File: config.mk
export PLATFORM = sky130hd
export DESIGN_NAME = cmd_reader
export DESIGN_NICKNAME = d
export VERILOG_FILES = /design/src/rtl/cmd_reader.sv
export SDC_FILE = /design/constraint.sdc
export NUM_CORES = 1
export LEC_CHECK = 0
export CAP_MARGIN = 20
export CORE_MARGIN = 10
export CORE_UTILIZATION = 56
export DETAILED_ROUTE_END_ITERATION = 6
export PLACE_DENSITY = 0.82
export SLEW_MARGIN = 20
export SYNTH_ARGS = -nofsm -noshare
export SYNTH_HDL_FRONTEND = slang
export SYNTH_SLANG_ARGS = --single-unit
File: constraint.sdc
create_clock -name clk -period 5.7 [get_ports clk]
set_clock_uncertainty 0.2 [all_clocks]
set_input_delay 1.14 -clock clk [delete_from_list [all_inputs] [get_ports clk]]
set_output_delay 1.14 -clock clk [all_outputs]
set_load 0.05 [all_outputs]
File: src/rtl/cmd_reader.sv
// UART 8N1 receiver feeding a command-line assembler: collects printable bytes
// until carriage return and reports the result over an enable/state/done handshake.
module cmd_reader #(
  parameter int CLKS_PER_BIT = 234,
  parameter int CMD_LEN      = 8
) (
  input  logic                 clk,
  input  logic                 rst,
  input  logic                 rx,
  input  logic                 enable,
  output logic [8*CMD_LEN-1:0] cmd_data,
  output logic [3:0]           cmd_len,
  output logic [1:0]           reader_state,
  output logic                 reader_done,
  output logic [1:0]           reader_error
);

  localparam int                CNT_W      = $clog2(CLKS_PER_BIT);
  localparam logic [CNT_W-1:0]  LP_HALF_M1 = CNT_W'(CLKS_PER_BIT / 2 - 1);
  localparam logic [CNT_W-1:0]  LP_FULL_M1 = CNT_W'(CLKS_PER_BIT - 1);
  localparam logic [3:0]        LP_MAX_LEN = 4'(CMD_LEN);
  localparam logic [7:0]        LP_CR      = 8'h0D;
  localparam logic [7:0]        LP_LF      = 8'h0A;

  typedef enum logic [1:0] {BIT_IDLE, BIT_START, BIT_DATA, BIT_STOP} bit_state_t;
  typedef enum logic [1:0] {RD_IDLE = 2'd0, RD_READ = 2'd1, RD_DONE = 2'd2, RD_ERROR = 2'd3} rd_state_t;
  typedef enum logic [1:0] {ERR_NONE = 2'd0, ERR_FRAMING = 2'd1, ERR_OVERFLOW = 2'd2} rd_err_t;

  logic                 r_rx_meta;
  logic                 r_rx_sync;
  bit_state_t           r_bit_state;
  logic [CNT_W-1:0]     r_cnt;
  logic [2:0]           r_bit_idx;
  logic [7:0]           r_shift;
  logic                 r_byte_valid;
  logic                 r_frame_err;
  rd_state_t            r_state;
  rd_err_t              r_err;
  logic [3:0]           r_cmd_len;
  logic [8*CMD_LEN-1:0] r_cmd_data;
  logic                 r_done;

  // NOTE: clocked state uses <= so every flop samples pre-edge values; blocking
  // assignments here would make ordering between always_ff blocks matter.
  always_ff @(posedge clk) begin
    if (rst) begin
      r_rx_meta <= 1'b1;
      r_rx_sync <= 1'b1;
    end else begin
      r_rx_meta <= rx;
      r_rx_sync <= r_rx_meta;
    end
  end

  // Bit engine: free-running, centre-samples each bit from the start edge.
  always_ff @(posedge clk) begin
    if (rst) begin
      r_bit_state  <= BIT_IDLE;
      r_cnt        <= '0;
      r_bit_idx    <= '0;
      r_shift      <= '0;
      r_byte_valid <= 1'b0;
      r_frame_err  <= 1'b0;
    end else begin
      r_byte_valid <= 1'b0;
      r_frame_err  <= 1'b0;
      case (r_bit_state)
        BIT_IDLE: begin
          r_cnt     <= '0;
          r_bit_idx <= '0;
          if (!r_rx_sync) r_bit_state <= BIT_START;
        end
        BIT_START: begin
          if (r_cnt == LP_HALF_M1) begin
            r_cnt       <= '0;
            r_bit_state <= r_rx_sync ? BIT_IDLE : BIT_DATA;
          end else begin
            r_cnt <= r_cnt + 1'b1;
          end
        end
        BIT_DATA: begin
          if (r_cnt == LP_FULL_M1) begin
            r_cnt     <= '0;
            r_shift   <= {r_rx_sync, r_shift[7:1]};
            r_bit_idx <= r_bit_idx + 1'b1;
            if (r_bit_idx == 3'd7) r_bit_state <= BIT_STOP;
          end else begin
            r_cnt <= r_cnt + 1'b1;
          end
        end
        BIT_STOP: begin
          if (r_cnt == LP_FULL_M1) begin
            r_cnt        <= '0;
            r_byte_valid <= r_rx_sync;
            r_frame_err  <= ~r_rx_sync;
            r_bit_state  <= BIT_IDLE;
          end else begin
            r_cnt <= r_cnt + 1'b1;
          end
        end
        default: r_bit_state <= BIT_IDLE;
      endcase
    end
  end

  // NOTE: the command buffer is reset explicitly because its contents are a
  // visible output; a pure storage array would normally be left unreset.
  always_ff @(posedge clk) begin
    if (rst) begin
      r_state    <= RD_IDLE;
      r_err      <= ERR_NONE;
      r_cmd_len  <= '0;
      r_cmd_data <= '0;
      r_done     <= 1'b0;
    end else if (!enable) begin
      r_state <= RD_IDLE;
      r_done  <= 1'b0;
    end else begin
      case (r_state)
        RD_IDLE: begin
          r_state    <= RD_READ;
          r_err      <= ERR_NONE;
          r_cmd_len  <= '0;
          r_cmd_data <= '0;
          r_done     <= 1'b0;
        end
        RD_READ: begin
          if (r_byte_valid) begin
            if (r_shift == LP_CR) begin
              if (r_cmd_len != 4'd0) begin
                r_state <= RD_DONE;
                r_done  <= 1'b1;
              end
            end else if (r_shift != LP_LF) begin
              if (r_cmd_len < LP_MAX_LEN) begin
                for (int i = 0; i < CMD_LEN; i++) begin
                  if (r_cmd_len == 4'(i)) r_cmd_data[8*i +: 8] <= r_shift;
                end
                r_cmd_len <= r_cmd_len + 1'b1;
              end else begin
                r_state <= RD_ERROR;
                r_err   <= ERR_OVERFLOW;
                r_done  <= 1'b1;
              end
            end
          end else if (r_frame_err) begin
            r_state <= RD_ERROR;
            r_err   <= ERR_FRAMING;
            r_done  <= 1'b1;
          end
        end
        default: ;  // DONE and ERROR hold until enable drops
      endcase
    end
  end

  assign cmd_data     = r_cmd_data;
  assign cmd_len      = r_cmd_len;
  assign reader_state = r_state;
  assign reader_done  = r_done;
  assign reader_error = r_err;

endmodule

==> impl_metrics.json, run 1 <==
{
  "setup_viol": 0,
  "antennaDiodeCount": 0,
  "path_buf_inv": 1,
  "insertion_delay_ns": 0.36,
  "coreArea_um2": 7250,
  "p_leak_nw": 1.67,
  "drt_iter0_drc": 331,
  "ys_ff_latch": 97,
  "status": "complete, no violations",
  "slew_viol_final": 0,
  "power_per_cell_area_nw_per_um2": 230,
  "slowest_delay_ns": 0.75,
  "netlist.area_leader.share": 0.466,
  "die_w_um": 106,
  "cts.sinks": 97,
  "hpwl_um": 7730,
  "hold_path_class": "flop to flop",
  "cts_buffer_depth": 2,
  "drive_above_1_share": 0.0676,
  "grt_max_degree": 79,
  "finalPower_mw": 1.16,
  "cts_inserted_buffers": 9,
  "worst_pin_slew_ns": 1.09,
  "mostFrequentLayoutCells": "dfxtp_1, clkdlybuf4s50_1, nor2_1",
  "finalHoldViolations": 0,
  "crit_cells": 6,
  "antenna_found_initial": 0,
  "row_count": 31,
  "yosysTopAreaCell": "dfxtp_1",
  "final_common_cell": "dfxtp_1",
  "layout_worst_path_cycle_share": 0.597,
  "grt_pass1_vias": 3593,
  "gr-total-overflow": 0,
  "clk_pin_slew_worst_paths_ns": 0.09,
  "yosysSeqAreaShare": 0.466,
  "grt_pass1_wl_um": 18000,
  "final_antenna_net_count": 0,
  "post_cts_buffers": 0,
  "crit_chain": "clkdlybuf4s50_1 > nand2b_1 > nor2_2 > nand2_1 > a32oi_1 > nor2_1",
  "hold_path_depth": 1,
  "fin_nets": 526,
  "ir_drop_mv": 0.151,
  "synthToLayoutAreaGrowth_pct": 21.3,
  "synth_flop_cell": "dfxtp_1",
  "fillers": 586,
  "avgViaCountPerCell": 5.90,
  "synth_area_leaders": "dfxtp_1, a32oi_1, nor2_1",
  "drc": 0,
  "grt_use_met1": 0.234,
  "ios": 77,
  "yosys_warnings": 0,
  "wl_per_cell_um": 17.8,
  "cts-resized-gates": 0,
  "multiInputGateArea_um2": 1990,
  "setup-tns-final_ns": 0,
  "fin_crit_ns": 3.41,
  "track_usage": 0.194,
  "synth-edff-count": 0,
  "cp-start-kind": "primary input",
  "path_max_fanout": 31,
  "place_congestion": 0.876,
  "yosysUniqueCellTypes": 52,
  "synth_area_um2": 4170,
  "grt_use_met2": 0.316,
  "crit_path_end_kind": "flop",
  "start_util": 0.574,
  "cts_tree": "built",
  "seq_area_um2": 1940,
  "routed_wl_um": 11000,
  "hold_buffers": 0,
  "synthArstFlopShare": 0,
  "cts_max_level": 3,
  "r2r_cells": 5,
  "cts-root-buf": "clkbuf_8",
  "clock.fmax_mhz": 294,
  "worst_path_max_delay_cell": "nand2_1",
  "syn_nets": 480,
  "avgSynthCellArea_um2": 8.92,
  "die-area_um2": 11300,
  "busiest_layer": "met2",
  "dieHeight_um": 106,
  "slew_headroom": 0.273,
  "synth_cells": 467,
  "worstPathArrival_ns": 3.44,
  "maxCapViolCount": 0,
  "vias": 3640,
  "path_class": "primary input to flop",
  "required_ns": 5.73,
  "drt_pass1_iterations": 6,
  "cp_top_family": "simple AND/OR/NAND/NOR gates",
  "rsz0062_at_grt": "false",
  "portBuffers": 76,
  "grtUsageMet3": 0.0513
}
sequential cells by signal, indices dropped and copies added, names as in the netlist, named ones only:
signal        flops
reader_done       1
r_frame_err       1
r_cnt             8
reader_state      1
reader_error      2
r_rx_sync         1
cmd_data         64
r_bit_state       1
cmd_len           4
r_byte_valid      1
r_rx_meta         1
r_bit_idx         3
r_shift           8
layer usage:
layer  wire length [um]  vias to the layer above
met3                926                       17
li1                   -                     1736
met4                208                        0
met1               4420                     1736
met5                  0                        -
met2               5430                      151
worst register-to-register path: stages (launching register included):
cell	delay [ns]
dfxtp_1	0.37
nand2b_1	0.21
nor2_2	0.38
nand2_1	0.75
a32oi_1	0.51
nor2_1	0.06
area by class of cell:
| type | count | share of cell area |
|---|---|---|
| Clock buffer | 10 | 0.0253 |
| Inverter | 10 | 0.00743 |
| Tap cell | 99 | 0.0245 |
| Multi-Input combinational cell | 317 | 0.394 |
| Sequential cell | 97 | 0.384 |
| Timing Repair Buffer | 78 | 0.153 |
| Clock inverter | 6 | 0.0116 |
cell usage after synthesis, drive strengths merged, types with 5 or more instances:
library cell,number
dfxtp,97
nor2,60
a21oi,42
nand2,40
o21ai,38
a32oi,30
clkbuf,27
buf,16
and2,11
and3,11
inv,10
mux2i,10
ha,9
nand3,8
a31oi,6
nand4,5
nor3b,5
power by group:
part / total, mW / switching (mW) / internal (mW) / leakage, nW
Combinational: 0.0425 / 0.0331 / 0.00947 / 0.793
Clock: 0.435 / 0.234 / 0.201 / 0.0998
Sequential: 0.682 / 0.00282 / 0.679 / 0.782
Total: 1.16 / 0.270 / 0.889 / 1.67
metrics by stage:
stage	instance area [um^2]	instances	utilization	setup slack (ns)	hold slack [ns]
final	5050	617	0.697	2.29	0.218
after global routing	5050	617	0.697	2.14	0.245
after CTS	5050	617	0.697	2.38	0.219
after detailed placement	4870	601	0.671	1.99	0.196
after global placement	4870	601	0.671	2.11	0.191
after floorplan	4170	467	-	3.22	0.189
worst paths after layout:
kind                  end  slack (ns)         from
max          cmd_data[22]        2.29       enable
min reg2reg     r_rx_sync        0.22    r_rx_meta
max reg2reg  cmd_data[22]        3.10  reader_done
min             r_rx_sync        0.22    r_rx_meta
kinds of logic after synthesis:
group	synth area share
XOR/XNOR	0.0126
adder cells (fa/ha/maj)	0.0270
multiplexers	0.0294
buffers and inverters	0.0556
flip-flops	0.466
AO/OA/AOI/OAI	0.215
AND/OR/NAND/NOR	0.194
Power figures use the tool's default switching activity.
==> run 2, diff against run 1 <==
--- a/config.mk
+++ b/config.mk
@@ -7,9 +7,9 @@
 export LEC_CHECK = 0
 export CAP_MARGIN = 20
 export CORE_MARGIN = 10
-export CORE_UTILIZATION = 56
+export CORE_UTILIZATION = 52
 export DETAILED_ROUTE_END_ITERATION = 6
-export PLACE_DENSITY = 0.82
+export PLACE_DENSITY = 0.76
 export SLEW_MARGIN = 20
 export SYNTH_ARGS = -nofsm -noshare
 export SYNTH_HDL_FRONTEND = slang
==> constraint.sdc (replaced) <==
create_clock -name clk -period 3.55 [get_ports clk]
set_clock_uncertainty 0.2 [all_clocks]
set_input_delay 0.71 -clock clk [delete_from_list [all_inputs] [get_ports clk]]
set_output_delay 0.71 -clock clk [all_outputs]
set_load 0.05 [all_outputs]
==> run 2 against run 1 <==
  * Utilization fell by 4.0 points
  * Non-clock buffer count increased by 3
  * Critical path depth decreased by 5
  * Sequential cell count stayed put
  * Die area is 6.2% higher
  * Sequential share of layout area is 0.35 points lower
  * Critical endpoint is now cmd_len[3]
==> impl_metrics.json, run 2 (synthesized netlist as in run 1, its figures left out) <==
{
  "clk_pin_slew_worst_paths_ns": 0.09,
  "hold_buffers": 0,
  "start_util": 0.536,
  "fin_crit_ns": 2.75,
  "finalHoldViolations": 0,
  "avgViaCountPerCell": 5.72,
  "post_cts_buffers": 0,
  "grtUsageMet3": 0.0310,
  "r2r_start": "r_shift[1]",
  "crit_chain": "clkdlybuf4s50_1",
  "hpwl_um": 7420,
  "post-place-ws_ns": 0.756,
  "cts.sinks": 97,
  "crit_path_end": "cmd_len[3]",
  "status": "complete, no violations",
  "synthToLayoutAreaGrowth_pct": 22.4,
  "place_congestion": 0.805,
  "die_w_um": 110,
  "insertion_delay_ns": 0.36,
  "r2r_cells": 5,
  "routed_wl_um": 10500,
  "path_max_fanout": 9,
  "setup-tns-final_ns": 0,
  "cts_inserted_buffers": 9,
  "finalPower_mw": 1.88,
  "hold_path_class": "flop to flop",
  "ios": 77,
  "worst_path_max_delay_cell": "clkdlybuf4s50_1",
  "ff2ff_setup_slack_ns": 1.18,
  "track_usage": 0.178,
  "row_count": 32,
  "cts_tree": "built",
  "final_antenna_net_count": 0,
  "cts_buffer_depth": 2,
  "path_class": "flop to output port",
  "grt_use_met1": 0.207,
  "crit_start": "cmd_len[3]",
  "slew_viol_final": 0,
  "grt_use_met2": 0.315,
  "grt_max_degree": 53,
  "fillers": 656,
  "maxCapViolCount": 0,
  "slew_headroom": 0.501,
  "drc": 0,
  "fin_nets": 529,
  "ir_drop_mv": 0.215,
  "utilization": 0.656,
  "drive_above_1_share": 0.0710,
  "die-area_um2": 12000,
  "final_common_cell": "dfxtp_1",
  "gr-total-overflow": 0,
  "largest_reg_flops": 64,
  "cts-resized-gates": 0,
  "vias": 3563,
  "drt_iter0_drc": 185,
  "cts-root-buf": "clkbuf_8",
  "portBuffers": 76,
  "crit_cells": 1,
  "p_leak_nw": 1.69,
  "busiest_layer": "met2",
  "cp_top_family": "buffers and inverters",
  "coreArea_um2": 7770,
  "mostFrequentLayoutCells": "dfxtp_1, clkdlybuf4s50_1, nor2_1",
  "worstPathArrival_ns": 1.84,
  "drt_pass1_iterations": 4,
  "cp-start-kind": "flop",
  "power_per_cell_area_nw_per_um2": 368,
  "cts_max_level": 3,
  "grt_pass1_vias": 3391,
  "rsz0062_at_grt": "false",
  "setup_viol": 0,
  "dieHeight_um": 110,
  "crit_path_end_kind": "output port",
  "worst_pin_slew_ns": 0.749,
  "layout_worst_path_cycle_share": 0.775,
  "grt_pass1_wl_um": 17100,
  "path_buf_inv": 1,
  "antenna_found_initial": 0,
  "hold_slack_ns": 0.223,
  "slowest_delay_ns": 0.92,
  "clock.fmax_mhz": 363,
  "wl_per_cell_um": 16.9,
  "r2r_end": "cmd_data[1]",
  "finalWorstSetupSlack_ns": 0.799,
  "antennaDiodeCount": 0,
  "required_ns": 2.64
}
[run 2: routing by layer]
metal,vias up,share of wire
met5,-,0
met4,0,0.017
met3,14,0.063
met2,99,0.51
met1,1706,0.41
li1,1744,-
[run 2: how the worst min path moves through the flow]
stage	endpoint	startpoint	depth (start not counted)	slack [ns]
floorplan	r_rx_sync	r_rx_meta	1	0.19
global placement	r_rx_sync	r_rx_meta	1	0.20
detailed placement	r_rx_sync	r_rx_meta	1	0.21
CTS	r_rx_sync	r_rx_meta	1	0.23
global route	r_rx_sync	r_rx_meta	1	0.25
finish	r_rx_sync	r_rx_meta	1	0.22
[run 2: power by group]
group	internal (mW)	switching [mW]
combinational	0.0192	0.0529
sequential	1.09	0.00506
clock	0.330	0.381
[run 2: cell type report]
cell class                 instances  area, um^2  share of cell area
tap                              102         128              0.0250
clock inverter                     6        66.3              0.0130
timing repair buffer              81         806               0.158
multi-input combinational        317        1990               0.391
inverter                          10        37.5             0.00736
sequential                        97        1940               0.381
clock buffer                      10         128              0.0250
[run 2: per-stage QoR]
| stage | std cells | instance area (um^2) |
|---|---|---|
| after floorplan | 467 | 4170 |
| after global placement | 607 | 4900 |
| after detailed placement | 607 | 4900 |
| after CTS | 623 | 5100 |
| after global routing | 623 | 5100 |
| final | 623 | 5100 |
